===== src/rtl/bc_bo_pkg.sv =====
// Shared definitions between the BC control FSM and the bo_datapath operative block.
// The strobe bundle ctrl_t is the single definition of what BC drives into the datapath.
package bc_bo_pkg;

    localparam int BC_STATE_W = 3;

    typedef enum logic [BC_STATE_W-1:0] {
        BC_A = 3'd0,
        BC_B = 3'd1,
        BC_C = 3'd2,
        BC_D = 3'd3,
        BC_E = 3'd4,
        BC_F = 3'd5
    } bc_state_t;

    typedef struct packed {
        logic lx;
        logic ls;
        logic lh;
        logic h;
        logic lr;
    } ctrl_t;

endpackage


===== src/rtl/dp_reg.sv =====
// Enabled register with asynchronous active-low clear; one instance per datapath register.
module dp_reg #(
    parameter int W = 8
) (
    input  logic         clk,
    input  logic         rst_n,
    input  logic         en,
    input  logic [W-1:0] d,
    output logic [W-1:0] q
);

    always_ff @(posedge clk or negedge rst_n) begin
        if (!rst_n) begin
            q <= '0;
        end else if (en) begin
            q <= d;
        end
    end

endmodule


===== src/rtl/bo_datapath.sv =====
// Repeated-addition multiplier datapath (S = X * N) steered by BC strobes.
// h selects initial values (1) or one accumulate/decrement step (0).
module bo_datapath
    import bc_bo_pkg::*;
#(
    parameter int WIDTH  = 8,
    parameter int CWIDTH = 8
) (
    input  logic              clk,
    input  logic              rst_n,
    input  logic [WIDTH-1:0]  x_in,
    input  logic [CWIDTH-1:0] n_in,
    input  logic              lx,
    input  logic              ls,
    input  logic              lh,
    input  logic              h,
    input  logic              lr,
    output logic              h_zero,
    output logic              s_ovf,
    output logic [WIDTH-1:0]  result,
    output logic              r_valid
);

    ctrl_t             ctrl;
    logic [WIDTH-1:0]  x_q;
    logic [WIDTH-1:0]  s_q;
    logic [WIDTH-1:0]  s_d;
    logic [CWIDTH-1:0] h_q;
    logic [CWIDTH-1:0] h_d;
    logic [WIDTH:0]    sum;
    logic              ovf_q;
    logic              ovf_d;
    logic              r_valid_q;

    assign ctrl = '{lx: lx, ls: ls, lh: lh, h: h, lr: lr};

    // The counter floors at zero so a stray step after completion cannot wrap.
    always_comb begin
        sum   = {1'b0, s_q} + {1'b0, x_q};
        s_d   = ctrl.h ? '0 : sum[WIDTH-1:0];
        ovf_d = ctrl.h ? 1'b0 : (ovf_q | sum[WIDTH]);
        if (ctrl.h) begin
            h_d = n_in;
        end else if (h_q != '0) begin
            h_d = h_q - CWIDTH'(1);
        end else begin
            h_d = '0;
        end
    end

    dp_reg #(.W(WIDTH))  u_x (.clk(clk), .rst_n(rst_n), .en(ctrl.lx), .d(x_in), .q(x_q));
    dp_reg #(.W(WIDTH))  u_s (.clk(clk), .rst_n(rst_n), .en(ctrl.ls), .d(s_d),  .q(s_q));
    dp_reg #(.W(CWIDTH)) u_h (.clk(clk), .rst_n(rst_n), .en(ctrl.lh), .d(h_d),  .q(h_q));
    dp_reg #(.W(WIDTH))  u_r (.clk(clk), .rst_n(rst_n), .en(ctrl.lr), .d(s_q),  .q(result));

    always_ff @(posedge clk or negedge rst_n) begin
        if (!rst_n) begin
            ovf_q     <= 1'b0;
            r_valid_q <= 1'b0;
        end else begin
            if (ctrl.ls) begin
                ovf_q <= ovf_d;
            end
            r_valid_q <= ctrl.lr;
        end
    end

    // Pure register decode, so BC never sees a path from its own strobes back to its inputs.
    assign h_zero  = (h_q == '0);
    assign s_ovf   = ovf_q;
    assign r_valid = r_valid_q;

endmodule


===== config.mk =====
export PLATFORM = sky130hd
export DESIGN_NAME = bo_datapath
export DESIGN_NICKNAME = d
export VERILOG_FILES = /design/src/rtl/bc_bo_pkg.sv /design/src/rtl/dp_reg.sv /design/src/rtl/bo_datapath.sv
export SDC_FILE = /design/constraint.sdc
export NUM_CORES = 1
export LEC_CHECK = 0
export CORE_ASPECT_RATIO = 0.5
export CORE_MARGIN = 2
export CORE_UTILIZATION = 58
export CTS_BUF_LIST = sky130_fd_sc_hd__clkbuf_2 sky130_fd_sc_hd__clkbuf_4 sky130_fd_sc_hd__clkbuf_8
export DETAILED_ROUTE_END_ITERATION = 10
export PLACE_DENSITY = 0.93
export SYNTH_ARGS = -nofsm -noshare
export SYNTH_HDL_FRONTEND = slang
export SYNTH_SLANG_ARGS = --single-unit

===== constraint.sdc =====
create_clock -name clk -period 3.9 [get_ports clk]
set_input_delay 0.78 -clock clk [delete_from_list [all_inputs] [get_ports clk]]
set_output_delay 0.78 -clock clk [all_outputs]
set_load 0.01 [all_outputs]

; ---- Word level (Yosys, flattened, before mapping)
; Cells that the tools add are included.
[op_classes]
add_sub_neg = 2
mux = 4
n_bitwise = 1
n_reduce_logical = 2
[ops]
columns = cell, count
row1 = 8-bit 2-to-1 mux, 3
row2 = 8-bit by 8-bit adder with 9-bit output, 1
row3 = 8-bit zero test, 1
row4 = 8-bit nonzero test, 1
row5 = 8-bit by 1-bit subtractor with 8-bit output (second input constant), 1
row6 = 1-bit 2-to-1 mux, 1
row7 = 1-bit bitwise OR, 1
[word_totals]
register_bits = 34
inputBits = 23
output_inout_bits = 11
elab_cells = 15

; ---- Depth between registers and ports, before layout
[depth]
ltp_word = 3
ltp_mapped = 6
mapped_depth_nobuf = 6

; ---- Hierarchy
; From an unflattened synthesis, not the netlist that was laid out.
[unflattened]
cells_unflattened = 160
hier_area_um2 = 2025.7
[by_module_without_submodules]
columns = mod, instances, cells_each, area_per_inst_um2
row1 = dp_reg, 4, 17, 331.6
row2 = bo_datapath, 1, 92, 699.4

; ---- Worst setup path after synthesis
; Ideal clock, no wire load.
[synth_timing]
path_kind = register to output
start = register u_h.q[0]
end = output h_zero
arrival_ns = 1.293
required_ns = 3.120
slack_ns = 1.827
path_stages_with_launch = 5
n_path_buf = 0
cell_sequence = dfrtp_1 inv_1 ha_1 or4b_4 nor2_1
[synth_between]
elab_chain_cells = 1
[synth_rtl]
columns = element, line_no
row1 = from (decl), dp_reg.sv:9  ; output logic [W-1:0] q
row2 = from (signal assigned), dp_reg.sv:14  ; q <= '0;
row3 = from (signal assigned), dp_reg.sv:16  ; q <= d;
row4 = 8-bit zero test, bo_datapath.sv:69  ; assign h_zero = (h_q == '0);
row5 = to (decl), bo_datapath.sv:18  ; output logic h_zero,
; No other way between the ends.

; ---- Worst setup path after layout
; Ends and elaborated chain as after synthesis.

==> impl_metrics.py <==
metrics = {
    "global_routing": {
        "top_usage_layer": "met2",
        "antenna_found_initial": 0,
        "grt_pass1_wl_um": 6950,
        "grt_max_degree": 35,
        "grt_use_met3_pct": 7.05,
        "grt_pass1_vias": 1551,
        "use_met1_pct": 29.8,
        "met2_usage_pct": 42.2,
        "grt_overflow": 0,
        "gr-usage-all-layers_pct": 24.8,
    },
    "min_path": {
        "hold_class": "reg -> reg",
        "hold_depth": 1,
    },
    "place": {
        "io_buffer_count": 33,
        "gp_congestion": 0.860,
        "hpwl_um": 2760,
    },
    "run": {
        "maxCapViolations": 0,
    },
    "timing": {
        "hold_violations": 0,
        "max_slew.worst_pin.slew_ps": 784,
        "rsz0062_at_grt": "no",
        "max_slew_margin_pct": 47.5,
        "finalCritPeriodShare_pct": 74.9,
        "drv_slew": 0,
        "hold_slack_ps": 513,
        "setup_violations": 0,
        "tns_ps": 0,
        "skew_ps": 8.60,
        "fmax_ghz": 0.342,
        "layout_min_cycle_time_ps": 2920,
    },
    "worst_setup_path": {
        "cpMaxStageDelayCell": "clkdlybuf4s50_1",
        "worstPathMaxFanout": 5,
        "cpPeakStageDelay_ps": 560,
        "crit_type": "reg -> out",
        "worstPathCellList": "inv_1 -> ha_1 -> or4b_4 -> nor2_1 -> clkdlybuf4s50_1",
        "r2r.worst_path.cells": 6,
        "startpoint_type": "flip-flop",
        "cp.arrival_ps": 2140,
        "r2r_setup_slack_ps": 1580,
        "worst_ep_required_time_ps": 3120,
        "endpoint_kind": "primary output",
    },
    "logic_synthesis": {
        "synthXorXnorAreaFrac_pct": 0.473,
        "synth_nets": 207,
        "yosys.area.top_type_share_pct": 46.0,
        "syn_inst": 173,
        "ys_seq_area_share_pct": 46.0,
        "synthTopCellsByArea": "dfrtp_1 46%, mux2_2 11%, ha_1 6.8%, o21ai_0 3.5%, a22o_1 2.8%",
        "synth_warnings": 0,
        "synth_top_family_by_area": "compound AO/OA/AOI/OAI gates",
        "synth_mux_area_share_pct": 11.0,
        "synth-compound-area-share_pct": 18.7,
        "synth_fa_ha_area_share_pct": 7.84,
        "synthArstFlopShare_pct": 100,
        "syn_area_um2": 1850,
        "synth_top_area_cell": "dfrtp_1",
        "ys_ff_latch": 34,
        "yosys_most_used_dff": "dfrtp_1",
        "avgSynthCellArea_um2": 10.7,
        "synth-simple-area-share_pct": 13.0,
        "synth_edf_count": 0,
        "synth_cell_types": 41,
    },
    "clock_network": {
        "worstSkewPairLatency_ps": 280,
        "hold_buffers": 0,
        "cts.sinks": 34,
        "cts_max_level": 2,
        "cts_root_buf": "clkbuf_8",
        "cts_buffers": 5,
        "cts_setup_buffers": 0,
        "postCtsResizedCells": 0,
        "path_clk_slew_ps": 70,
        "cts_tree": "done",
        "clk_path_buf_depth": 2,
    },
    "status": {
        "outcome": "finished, final reports clean",
    },
    "floorplanning": {
        "initial_utilization_pct": 61.1,
        "die_y_um": 43.9,
        "ios": 34,
        "core_um2": 3030,
        "rows": 14,
        "fp.dieW_um": 83.9,
        "die-area_um2": 3690,
    },
    "cells_and_area": {
        "n_antenna_cell": 0,
        "final_nets": 240,
        "syn2layout_area_growth_pct": 24.4,
        "drive_above_1_share_pct": 14.0,
    },
    "routing": {
        "drt_iter0_drc": 75,
        "wirelength_um": 4070,
        "vias_per_cell": 6.13,
        "drc": 0,
        "dr_total_vias": 1514,
        "first_pass_iters": 4,
        "drtAntennaViolNets": 0,
        "wire_per_inst_um": 16.5,
    },
    "power": {
        "p_per_area_nw_per_um2": 530,
        "p_leak_nw": 1.01,
        "peakVddDrop_v": 0.000335,
    },
}
final timing paths:
check	from	end
max reg2reg	u_s.q[0]	s_ovf
min reg2reg	u_r.q[4]	u_r.q[4]
min	u_r.q[4]	u_r.q[4]
max in group asynchronous	rst_n	u_s.q[1]
min in group asynchronous	rst_n	u_s.q[7]
max	u_h.q[0]	h_zero
synth_stat cells (all sizes together), types with 2 or more instances:
cell type  instances
dfrtp             34
mux2              18
o21ai             15
ha                10
nand2             10
nor2               9
clkbuf             7
inv                7
a22o               6
nor3               6
a21oi              5
a211oi             4
nand2b             4
o21a               4
nand3b             3
or4                3
a21o               2
nor2b              2
o21bai             2
o31ai              2
or3                2
sequential cells by signal (all words and copies together) (netlist names):
register,flops
u_h.q,8
u_r.q,8
u_s.q,8
u_x.q,8
r_valid,1
s_ovf,1
logic make-up (layout without fill, tap and decap cells):
logic type      after synthesis  after routing
compound gates               50             50
simple gates                 44             44
flops                        34             34
mux                          18             18
buf+inv                      15             49
fa+ha+maj                    11             11
xor+xnor                      1              1
metrics by stage:
| step | utilization, % | total power, mW | cells | area (um^2) | setup slack (ps) |
|---|---|---|---|---|---|
| 3_3_place_gp | 72.8 | 0.902 | 239 | 2210 | 1320 |
| 2_1_floorplan | - | 0.769 | 173 | 1850 | 1830 |
| 3_5_place_dp | 72.8 | 0.932 | 239 | 2210 | 1270 |
| 6_report | 76.0 | 1.22 | 247 | 2300 | 978 |
| 5_1_grt | 76.0 | 1.29 | 247 | 2300 | 864 |
| 4_1_cts | 76.0 | 1.22 | 247 | 2300 | 977 |
layer usage:
layer  part of all wire [%]  vias to the layer above  wire (um)
met5                      0                        -          0
met4                    2.3                        0         95
met3                    6.6                       11        270
met2                     49                       75       1980
met1                     42                      723       1730
li1                       -                      705          -
critical path: cells and delay by family, from the launching register on:
kind | cells | cell delay (ps)
and+or+nand+nor | 2 | 650
adders and majority gates | 1 | 160
buffers and inverters | 2 | 650
DFF | 1 | 410
cell usage in the layout (no fill, tap or decap), drive strengths merged, types with 2 or more instances in the layout:
cell type      instances
or3                    2
a211oi                 4
clkbuf                 7
dfrtp                 34
clkdlybuf4s50         33
or4                    3
ha                    10
a21oi                  5
nor2b                  2
nand2                 10
a22o                   6
nand2b                 4
o21bai                 2
o21a                   4
nor3                   6
nor2                   9
mux2                  18
o31ai                  2
nand3b                 3
inv                    7
a21o                   2
o21ai                 15
cell type report:
type,instances,area [um^2]
Fill cell,195,728
Clock buffer,7,90.1
Inverter,7,26.3
Timing Repair Buffer,34,338
Clock inverter,1,5.00
Multi-Input combinational cell,124,942
Tap cell,40,50.0
Sequential cell,34,851
report_power, final:
group | internal (mW) | switching (mW)
registers | 0.433 | 0.0616
clock network | 0.149 | 0.129
logic | 0.233 | 0.213
total | 0.816 | 0.404
No activity file was read; power rests on OpenSTA's default activity.
